===== config.mk =====
export PLATFORM = sky130hd
export DESIGN_NAME = mem_arbiter
export DESIGN_NICKNAME = d
export VERILOG_FILES = /design/src/rtl/picocpu_pkg.sv /design/src/rtl/arb_wait_timer.sv /design/src/rtl/mem_arbiter.sv
export SDC_FILE = /design/constraint.sdc
export NUM_CORES = 1
export LEC_CHECK = 0
export ABC_AREA = 1
export ABC_CLOCK_PERIOD_IN_PS = 1700
export CAP_MARGIN = 15
export CORE_MARGIN = 4
export CORE_UTILIZATION = 33
export CTS_BUF_LIST = sky130_fd_sc_hd__clkbuf_8
export DETAILED_ROUTE_END_ITERATION = 6
export HOLD_SLACK_MARGIN = 0.02
export PLACE_DENSITY = 0.82
export SLEW_MARGIN = 20
export SYNTH_ARGS = -nofsm -noshare
export SYNTH_HDL_FRONTEND = slang
export SYNTH_SLANG_ARGS = --single-unit
export TNS_END_PERCENT = 5

===== constraint.sdc =====
create_clock -name CLK -period 1.7 [get_ports CLK]
set_input_delay 0.34 -clock CLK [delete_from_list [all_inputs] [get_ports CLK]]
set_output_delay 0.34 -clock CLK [all_outputs]
set_load 0.03 [all_outputs]

===== src/rtl/picocpu_pkg.sv =====
// Shared definitions for the picoCPU memory subsystem: bus widths and
// requester identities used by the memory arbiter.
package picocpu_pkg;

  localparam int unsigned ADDR_W = 6;
  localparam int unsigned DATA_W = 8;
  localparam int unsigned WAIT_W = 4;

  typedef enum logic {
    REQ_CPU = 1'b0,
    REQ_DBG = 1'b1
  } req_id_t;

endpackage


===== src/rtl/arb_wait_timer.sv =====
// Per-requester wait counter: counts cycles spent requesting without a grant
// (saturating) and flags starvation once the limit is reached.
module arb_wait_timer
  import picocpu_pkg::*;
#(
  parameter int unsigned MAX_WAIT = 4
) (
  input  logic clk,
  input  logic rst,
  input  logic req,
  input  logic gnt,
  output logic starved
);

  localparam logic [WAIT_W-1:0] LIMIT = WAIT_W'(MAX_WAIT);

  logic [WAIT_W-1:0] count;

  always_ff @(posedge clk or posedge rst) begin
    if (rst) begin
      count <= '0;
    end else if (req && !gnt) begin
      if (count != '1) count <= count + WAIT_W'(1);
    end else begin
      count <= '0;
    end
  end

  assign starved = req && (count >= LIMIT);

endmodule


===== src/rtl/mem_arbiter.sv =====
// Two-requester arbiter (CPU = M0, debug host = M1) in front of the single-port
// memory: round-robin or fixed priority, starvation override, M1 lock.
module mem_arbiter
  import picocpu_pkg::*;
#(
  parameter int unsigned MAX_WAIT  = 4,
  parameter int unsigned FIXED_PRI = 0
) (
  input  logic              CLK,
  input  logic              RES,
  input  logic              M0_REQ,
  input  logic              M0_WE,
  input  logic [ADDR_W-1:0] M0_ADDR,
  input  logic [DATA_W-1:0] M0_WDATA,
  input  logic              M1_REQ,
  input  logic              M1_WE,
  input  logic [ADDR_W-1:0] M1_ADDR,
  input  logic [DATA_W-1:0] M1_WDATA,
  input  logic              M1_LOCK,
  output logic              M0_GNT,
  output logic              M1_GNT,
  output logic              M0_RVALID,
  output logic              M1_RVALID,
  output logic [DATA_W-1:0] M0_RDATA,
  output logic [DATA_W-1:0] M1_RDATA,
  output logic [ADDR_W-1:0] MEM_ADDR,
  output logic              MEM_RE,
  output logic              MEM_WE,
  output logic [DATA_W-1:0] MEM_WDATA,
  input  logic [DATA_W-1:0] MEM_RDATA
);

  req_id_t    last;
  logic       lock_own;
  logic [1:0] rd_owner;
  logic       starved0;
  logic       starved1;
  logic       gnt0;
  logic       gnt1;

  arb_wait_timer #(.MAX_WAIT(MAX_WAIT)) u_wait0 (
    .clk     (CLK),
    .rst     (RES),
    .req     (M0_REQ),
    .gnt     (gnt0),
    .starved (starved0)
  );

  arb_wait_timer #(.MAX_WAIT(MAX_WAIT)) u_wait1 (
    .clk     (CLK),
    .rst     (RES),
    .req     (M1_REQ),
    .gnt     (gnt1),
    .starved (starved1)
  );

  // Lock only binds while M1 keeps LOCK high; the release cycle arbitrates normally.
  always_comb begin
    gnt0 = 1'b0;
    gnt1 = 1'b0;
    if (!RES) begin
      if (lock_own && M1_LOCK) begin
        gnt1 = M1_REQ;
      end else if (starved0) begin
        gnt0 = 1'b1;
      end else if (starved1) begin
        gnt1 = 1'b1;
      end else if (M0_REQ && M1_REQ) begin
        if ((FIXED_PRI != 0) || (last == REQ_DBG)) gnt0 = 1'b1;
        else                                       gnt1 = 1'b1;
      end else begin
        gnt0 = M0_REQ;
        gnt1 = M1_REQ;
      end
    end
  end

  always_comb begin
    MEM_ADDR  = gnt1 ? M1_ADDR  : M0_ADDR;
    MEM_WDATA = gnt1 ? M1_WDATA : M0_WDATA;
    MEM_WE    = (gnt0 && M0_WE)  || (gnt1 && M1_WE);
    MEM_RE    = (gnt0 && !M0_WE) || (gnt1 && !M1_WE);
  end

  always_ff @(posedge CLK or posedge RES) begin
    if (RES) begin
      last     <= REQ_DBG;
      lock_own <= 1'b0;
      rd_owner <= '0;
    end else begin
      if (gnt0)      last <= REQ_CPU;
      else if (gnt1) last <= REQ_DBG;
      lock_own <= M1_LOCK && (lock_own || gnt1);
      rd_owner <= {gnt1 && !M1_WE, gnt0 && !M0_WE};
    end
  end

  assign M0_GNT    = gnt0;
  assign M1_GNT    = gnt1;
  assign M0_RVALID = rd_owner[0];
  assign M1_RVALID = rd_owner[1];
  assign M0_RDATA  = MEM_RDATA;
  assign M1_RDATA  = MEM_RDATA;

endmodule


==> results of run 1 <==
[per-stage QoR]
step                util (%)  setup WS [ns]  instances
floorplan                  -         -0.116        138
global placement        51.1         -0.331        214
detailed placement      51.1         -0.334        214
CTS                     58.7         -0.177        222
global route            64.5         -0.307        223
finish                  64.5         -0.249        223
[per-layer routing]
layer | GRT usage [%] | wire length [um] | vias up
met2 | 26.6 | 2050 | 43
met3 | 5.79 | 219 | 15
met5 | 0 | 0 | -
li1 | - | - | 529
met4 | 9.70 | 123 | 0
met1 | 18.6 | 1220 | 503
[power by group]
part           total (uW)  switching [uW]  internal (uW)
registers             327            15.1            312
logic                 647             350            297
clock network         317             112            205
total                1290             477            814
[critical path: stages]
cell and delay [ns]:
dlygate4sd2_1 0.34, inv_1 0.10, nor2_2 0.12, nand2_2 0.11, nand2_8 0.14, buf_6 0.15
nand3_2 0.09, nand2_2 0.08, buf_6 0.13
[cell usage after synthesis (all sizes together)]
library cell | count | area [um^2]
nand2 | 42 | 168
nand3 | 20 | 100
buf | 19 | 150
inv | 15 | 56.3
nor2 | 12 | 47.6
dfrtp | 11 | 275
o21ai | 6 | 30.0
a21oi | 3 | 26.3
ha | 2 | 25.0
mux2i | 2 | 20.0
xnor2 | 2 | 17.5
dfstp | 1 | 26.3
nor3 | 1 | 5.00
or2 | 1 | 6.26
xor2 | 1 | 8.76
[flip-flops by register name (all words and copies together) (netlist names)]
register       count
u_wait0.count      4
lock_own           1
last               1
u_wait1.count      4
rd_owner           2
[timing repair]
action | CTS | global route
endpoints found under the setup margin | 18 | 18
hold endpoints to repair | 0 | 0
buffers inserted | 2 | 1
pin swaps | 9 | 18
gates resized for setup | 34 | 37
gates cloned | 2 | 0
[path summary, 6_finish.rpt]
path | from | to | slack (ns)
hold / removal | RES | u_wait0.count[1] | 0.33
setup reg to reg | last | u_wait1.count[3] | 0.28
max in group asynchronous | RES | last | 1.03
setup / recovery | M1_REQ | MEM_ADDR[3] | -0.25
min in group CLK | lock_own | lock_own | 0.53
hold reg to reg | lock_own | lock_own | 0.53
[layout make-up]
type	instances	area, um^2	area share, %
repair buffers	68	687	38.3
multi-input cells	93	654	36.5
flip-flops and latches	12	302	16.8
inverters	15	56.3	3.14
clock buffers	4	55.1	3.07
well taps	31	38.8	2.16
[cells by family after synthesis]
group	Yosys count
AND/OR/NAND/NOR	76
buffers and inverters	34
flip-flops	12
AO/OA/AOI/OAI	9
XOR/XNOR	3
multiplexers	2
adder cells (fa/ha/maj)	2
==> summary.txt, run 1 <==
Synth
  – Distinct cells, synth: 20
  – Post-Synth Simple-Gate Area: 33.9%
  – Synthesized net count: 183
  – Adder-Cell Fraction of Synth Area: 2.60%
  – Fraction of synthesized area in multiplexers: roughly 2.1%
  – Synth Area in Compound Gates: 5.85%
  – Combinational family with the most area after synthesis: simple AND/OR/NAND/NOR gates
  – Post-Syn Area: 962 um^2
  – XOR/XNOR Fraction of Synth Area: 2.73%
  – Register bit total from synthesis: 12
  – Mean post-synth cell area: about 7 um^2
  – Yosys warns: 0
  – Post-Synthesis Cells: ~140
  – Seq/Total Area, Yosys: 31.3%

Place
  – Placed Area: 1420 um^2
  – Routability cong.: approximately 0.7
  – Final HPWL DP: 2.07 mm
  – IO Port Bufs: 54

Die
  – Die H: 62.0 um
  – Starting Density: 34.6%
  – IO Pins: 79
  – Die width: 62.0 um
  – Die area: 3840 um^2
  – Core Region: between 2000 and 3000 um^2
  – # rows: 19

Worst setup path
  – Startpoint Class: input port
  – R2r worst-path depth: 9
  – Crit path kind: in -> out
  – Crit. End Element: primary output
  – CP max FO: 6
  – Worst path arrival time: 1.61 ns
  – Worst Path Required: 1.36 ns

Clocking
  – CTS tree: done
  – Clk Latency, worst-skew pair: about 0.25 ns
  – Htree depth: 1
  – CTS Buf Count: 3
  – # hold bufs at CTS: 0
  – Clk buf depth: 2
  – Clk pin slew, worst setup/hold paths: ~0.060 ns
  – Root buf cell: clkbuf_8
  – CTS Sinks: 12

Layout
  – Nets: between 200 and 250
  – Antenna diode count: 0
  – Layout cells sized above 1: 41.7%
  – Synth-to-Final Area Change: 86.3%
  – Fill cells: 212
  – Most frequent cells in the layout: clkdlybuf4s50_1, nand2_1, buf_6
  – Cell area after layout: around 1800 um^2
  – Commonest non-fill, non-tap cell in the layout: clkdlybuf4s50_1

GRT
  – Vias in the first global route: roughly 1100
  – Largest net degree at the start of global routing: 13
  – First-pass GRT wire length: about 4.6 mm
  – Initial antenna violation count: 0
  – GRT Util Overall: 16.5%
  – Gr ovfl total: 0

Timing
  – Final setup fails: 18
  – RSZ-0062 raised after global routing: yes
  – Crit path time final: 1.95 ns
  – Final Cycle Share: 115%
  – Setup_tns: -3.54 ns
  – Worst-Margin Slew: 0.458 ns
  – Slew HR: 69.4%
  – Hold Vio Cnt, Final: 0
  – Worst-case hold slack: 0.329 ns
  – Fin. max-slew vios: 0
  – Skew final: between 0.004 and 0.005 ns
  – Setup ws final: -0.249 ns
  – Fmax: 513 MHz

Routing
  – Via count of the routed design: 1090
  – DRC Markers: 0
  – DRT antenna net count: 0
  – WL final: 3.61 mm
  – Vias per cell: 4.89
  – Wire length per cell: 16.2 um
  – Initial drt markers: 28
  – DR pass1 iterations: 4

Flow run
  – Number of max-cap violations: 0

Power and ir drop
  – Overall power: 1290 uW
  – VDD IR max: around 0.00066 V
  – P_leak: 0.000874 uW
  – PD cells: 720 nW/um^2

Outcome
  – Status: finished, violations left
  – Failing checks: negative setup slack

Min path
  – Worst hold path class: in -> async
Note: power is estimated with default switching activity, not from simulation.
==> run 2, diff against run 1 <==
CAP_MARGIN = 20   (was 15)
CORE_UTILIZATION = 35   (was 33)
PLACE_DENSITY = 0.83   (was 0.82)
SETUP_SLACK_MARGIN = 0.5   (was not set)
SYNTH_HIERARCHICAL = 1   (was not set)
==> summary.txt, run 2 <==
Timing
  – Hold Vio Cnt, Final: 0
  – Final Cycle Share: 121%
  – Setup_tns: -5.63 ns
  – Slew HR: between 80% and 90%
  – Crit path time final: 2.06 ns
  – Fmax: 486 MHz
  – Final setup fails: 18
  – Skew final: 0.00637 ns
  – RSZ-0062 raised after global routing: yes
  – Setup ws final: -0.356 ns
  – Fin. max-slew vios: 0
  – Worst-Margin Slew: around 0.26 ns
  – Worst-case hold slack: 0.313 ns

Synth
  – Prevailing post-synth register cell: dfrtp_1
  – Most frequent cell after synthesis: nand2_1
  – Post-Synthesis Cells: 155
  – Yosys warns: 6
  – Distinct cells, synth: 20
  – Dominant cell type by area after synthesis: dfrtp_1
  – Post-Syn Area: 1040 um^2
  – Post-synth top area share: 26.5%
  – Ys async rst share: 100%
  – Seq/Total Area, Yosys: slightly below 30%
  – Synthesized net count: 200
  – Mean post-synth cell area: around 6.7 um^2
  – Top cells by count, synth: nand2_1, nand3_1, inv_1
  – Number of enable flip-flop cells after synthesis: 0
  – Ranking of synthesized cells by area: dfrtp_1, nand2_1, buf_4
  – Register bit total from synthesis: 12

Power and ir drop
  – PD cells: 662 nW/um^2
  – P_leak: 0.00101 uW
  – VDD IR max: 0.000373 V

Clocking
  – Htree depth: 1
  – CTS tree: done
  – Clk buf depth: 2
  – Root buf cell: clkbuf_8
  – CTS Sinks: 12
  – CTS Buf Count: 3
  – Clk Latency, worst-skew pair: 0.24 ns
  – Clk pin slew, worst setup/hold paths: 0.05 ns

Worst setup path
  – Slowest stage delay, CP: 0.39 ns
  – CP max FO: 8
  – R2r worst-path depth: 12
  – Crit. End Element: primary output
  – R2r endpoint: u_wait1/count[3]
  – Worst Path Required: 1.36 ns
  – Startpoint Class: register
  – Crit path kind: reg -> out
  – Worst path arrival time: 1.72 ns
  – R2r startpoint: u_wait1/count[2]
  – Crit path cell chain: o21a_1, nor2_1, nor2_1, nand2_2, nand2_8, nand2_8, nand2_1, nand2_2, buf_6
  – Slowest CP cell: dfrtp_1
  – Worst R2R Setup Slack: 0 ns

Die
  – Core Region: approximately 2800 um^2
  – Die width: 62.5 um
  – IO Pins: 79
  – Die H: 62.5 um
  – # rows: 19
  – Die area: approximately 3900 um^2
  – Starting Density: 37.1%

Routing
  – Vias per cell: 5.01
  – Via count of the routed design: between 1000 and 1500
  – Initial drt markers: 42
  – DR pass1 iterations: 4
  – Wire length per cell: 15.4 um
  – DRT antenna net count: 0
  – DRC Markers: 0
  – WL final: 3.92 mm

Outcome
  – Failing checks: negative setup slack
  – Status: finished, violations left

GRT
  – First-pass GRT wire length: 5.98 mm
  – Gr ovfl total: 0
  – GRT Util Overall: 19.2%
  – Largest net degree at the start of global routing: 9
  – Vias in the first global route: around 1400
  – Initial antenna violation count: 0

Layout
  – Fill cells: approximately 160
  – Antenna diode count: 0
  – Commonest non-fill, non-tap cell in the layout: clkdlybuf4s50_1
  – Synth-to-Final Area Change: 95.3%
  – Nets: 269
  – Cell area after layout: a little over 2000 um^2
  – Layout Cells excl Fill: 254
  – Most frequent cells in the layout: clkdlybuf4s50_1, nand2_2, nand2_1
  – Post-layout util: 72.4%
  – Layout cells sized above 1: 50.7%
  – Largest registers: u_wait0/count (4), u_wait1/count (4), rd_owner (2)

Place
  – IO Port Bufs: 54
  – Dpl cells: 243
  – Placed Area: about 1700 um^2
  – Final HPWL DP: 2.15 mm
  – Routability cong.: 0.752

Flow run
  – Number of max-cap violations: 0

Min path
  – Worst hold path class: in -> async
==> run 2: cells by family (layout without fill, tap and decap cells) <==
logic type / Yosys count / count (layout) / share of synthesized area, %
simple gates: 94 / 95 / 41.6
flops: 12 / 12 / 29.0
fa+ha+maj: 2 / 2 / 2.41
buf+inv: 40 / 107 / 21.7
compound gates: 7 / 7 / 5.29
==> run 2: worst max-delay path by stage <==
| stage | slack, ns | to | from |
|---|---|---|---|
| floorplan | -0.03 | u_wait1/count[2] | u_wait1/count[2] |
| finish | -0.36 | MEM_WDATA[3] | u_wait1/count[2] |
| global placement | -0.46 | MEM_WDATA[5] | M1_REQ |
| detailed placement | -0.48 | MEM_ADDR[4] | M1_REQ |
| global route | -0.42 | MEM_WDATA[3] | u_wait1/count[2] |
| CTS | -0.22 | MEM_ADDR[2] | u_wait1/count[3] |
==> run 2: timing repair <==
action,4_1_cts,5_1_grt
setup endpoints to repair,32,30
buffers inserted,4,1
hold buffers,0,0
gates cloned,2,0
pin swaps,20,20
gates resized for setup,60,20
hold endpoints to repair,0,0
==> run 2: per-layer routing <==
layer	vias to the layer above	global-route usage, %	wire, um
li1	604	-	-
met1	595	18.7	1410
met2	57	34.2	2060
met3	17	5.22	266
met4	0	14.9	183
met5	-	0	0
==> run 2: layout make-up <==
class / count / area, um^2 / share of cell area (%)
multi-input combinational: 104 / 743 / 36.6
sequential: 12 / 302 / 14.8
clock buffer: 3 / 41.3 / 2.03
inverter: 21 / 82.6 / 4.07
clock inverter: 1 / 3.75 / 0.185
timing repair buffer: 82 / 820 / 40.4
tap: 31 / 38.8 / 1.91
==> run 2: where the power goes <==
group | total, uW | internal, uW | switching (uW)
combinational | 741 | 347 | 393
clock | 263 | 159 | 104
sequential | 341 | 317 | 23.5
total | 1340 | 824 | 521
==> run 2: worst max-delay path: cells and delay by family, from the launching register on <==
kind,cells,cell delay (ns)
flip-flops,1,0.39
AND/OR/NAND/NOR,7,0.73
buffers and inverters,1,0.13
AO/OA/AOI/OAI,1,0.22
==> run 2: per-stage QoR <==
| step | setup slack [ns] | power [uW] |
|---|---|---|
| after floorplan | -0.0346 | 719 |
| after global placement | -0.461 | 898 |
| after detailed placement | -0.480 | 902 |
| after CTS | -0.221 | 1290 |
| after global routing | -0.419 | 1410 |
| final | -0.356 | 1340 |
==> run 3, diff against run 2 <==
SKIP_LAST_GASP = 1   (was not set)
TNS_END_PERCENT = 20   (was 5)
==> summary.txt, run 3 (synthesized netlist as in run 2, its figures left out) <==
Routing
  – DRC Markers: 0
  – DRT antenna net count: 0
  – Vias per cell: between 4 and 5
  – Initial drt markers: 23
  – Post-Route M1 WL: between 1 and 1.5 mm
  – DR WL met3: 243 um
  – Wire length per cell: 12.4 um
  – Met2 routed WL: 1.62 mm
  – WL final: 3.09 mm
  – DR pass1 iterations: 4
  – Max layer used: met4
  – Via count of the routed design: 1183

Clocking
  – CTS Sinks: 12
  – Htree depth: 1
  – CTS tree: done
  – Clk buf depth: 2
  – Root buf cell: clkbuf_8
  – CTS Buf Count: 3
  – Clk Latency, worst-skew pair: 0.25 ns
  – Clk pin slew, worst setup/hold paths: 0.06 ns

Layout
  – Synth-to-Final Area Change: 79.8%
  – Fill cells: 209
  – Commonest non-fill, non-tap cell in the layout: nand2_1
  – Largest registers: u_wait0/count (4), u_wait1/count (4), rd_owner (2)
  – Layout Cells excl Fill: about 250
  – Cell area after layout: 1870 um^2
  – Layout cells sized above 1: a little under two fifths
  – Nets: between 200 and 300
  – Most frequent cells in the layout: nand2_1, clkdlybuf4s50_1, buf_4
  – Antenna diode count: 0

Place
  – IO Port Bufs: 54
  – Placed Area: 1640 um^2
  – Routability cong.: 0.761
  – Dpl cells: around 240
  – Final HPWL DP: about 2.2 mm

Worst setup path
  – Worst path arrival time: 1.73 ns
  – Crit path kind: reg -> out
  – CP delay by family, top: simple AND/OR/NAND/NOR gates
  – Crit path cell chain: o21a_1, nor2_1, nor2_1, nand2_1, nand2_4, buf_6, nand3_1, nand2_1, buf_6
  – Crit. End Element: primary output
  – CP max FO: 7
  – Crit path buffers/inverters: 2
  – Slowest stage delay, CP: 0.38 ns
  – Slowest CP cell: dfrtp_1
  – Startpoint Class: register
  – R2r startpoint: u_wait1/count[3]
  – Worst Path Required: approximately 1.4 ns
  – Crit path from: u_wait1/count[3]

Timing
  – Crit path time final: around 2.1 ns
  – Slew HR: between 70% and 80%
  – Skew final: 0.00695 ns
  – Final Cycle Share: 121%
  – Fmax: 484 MHz
  – Fin. max-slew vios: 0
  – RSZ-0062 raised after global routing: yes
  – Worst-Margin Slew: 0.303 ns
  – Setup ws final: -0.365 ns
  – Hold Vio Cnt, Final: 0
  – Final setup fails: 18

Power and ir drop
  – Net Sw Frac: 37.9%
  – PD cells: 670 nW/um^2
  – Switching power: between 400 and 500 uW
  – Comb power frac: 51.9%
  – P_leak: 0.000960 uW
  – Pint: about 780 uW
  – VDD IR max: 0.000432 V
  – Seq pwr share: 26.6%
  – Clock Power Share: 21.4%

GRT
  – Gr ovfl total: 0
  – Largest net degree at the start of global routing: 9
  – Initial antenna violation count: 0
  – GRT Util Overall: 16.3%
  – Vias in the first global route: 1195
  – First-pass GRT wire length: 5.08 mm

Min path
  – Hold Crit Start: u_wait0/count[1]
  – Worst hold path class: reg -> reg

Die
  – Die width: 62.5 um
  – IO Pins: just under 80
  – Starting Density: 37.1%
  – Core Region: roughly 2800 um^2
  – # rows: 19
  – Die H: about 63 um
  – Die area: 3910 um^2

Flow run
  – Number of max-cap violations: 0

Outcome
  – Status: finished, violations left
  – Failing checks: negative setup slack
run 3: stage by stage:
stage | utilization (%) | setup WS, ns | power, uW | TNS, ns | hold slack, ns
after floorplan | - | -0.0346 | 719 | -0.168 | 0.106
after global placement | 58.3 | -0.447 | 880 | -9.88 | 0.490
after detailed placement | 58.3 | -0.464 | 888 | -10.33 | 0.498
after CTS | 65.8 | -0.258 | 1250 | -4.21 | 0.510
after global routing | 66.6 | -0.421 | 1320 | -7.35 | 0.530
final | 66.6 | -0.365 | 1250 | -5.91 | 0.507
run 3: layout make-up:
type                    instances  area (um^2)  share of cell area, %
repair buffers                 77          744                   39.8
clock inverters                 1         3.75                  0.201
flip-flops and latches         12          302                   16.1
inverters                      21         82.6                   4.42
clock buffers                   3         41.3                   2.21
multi-input cells             104          657                   35.1
well taps                      31         38.8                   2.07
run 3: timing repair:
item	4_1_cts	5_1_grt
gates cloned	1	0
hold buffers	0	0
endpoints found under the setup margin	32	32
pin swaps	11	7
gates resized for setup	31	5
buffers inserted	3	0
run 3: path summary, 6_finish.rpt:
check                                   endpoint  slack, ns  cells past startpoint
worst max-delay path                 MEM_ADDR[3]      -0.37                      9
worst min-delay path            u_wait0/count[1]       0.51                      2
worst max register to register  u_wait1/count[2]       0.04                     10
worst min register to register  u_wait0/count[1]       0.51                      2
max in group asynchronous                   last       0.95                      3
min in group asynchronous            rd_owner[1]       0.56                      3
run 3: worst min-delay path: cells and delay by family, from the launching register on:
family           cells  cell delay (ns)
DFF                  1             0.37
and+or+nand+nor      2             0.11
run 3: power by group through the flow:
| stage | logic [uW] | clock network (uW) | registers, uW |
|---|---|---|---|
| 6_report | 651 | 269 | 334 |
| 4_1_cts | 639 | 277 | 334 |
| 3_5_place_dp | 549 | 0 | 339 |
| 3_3_place_gp | 543 | 0 | 337 |
| 2_1_floorplan | 378 | 0 | 342 |
| 5_1_grt | 693 | 293 | 338 |
run 3: routing by layer:
metal / up-vias / track usage [%]
met4: 0 / 7.71
met3: 5 / 5.04
met1: 534 / 16.7
met5: - / 0
li1: 594 / -
met2: 50 / 29.8
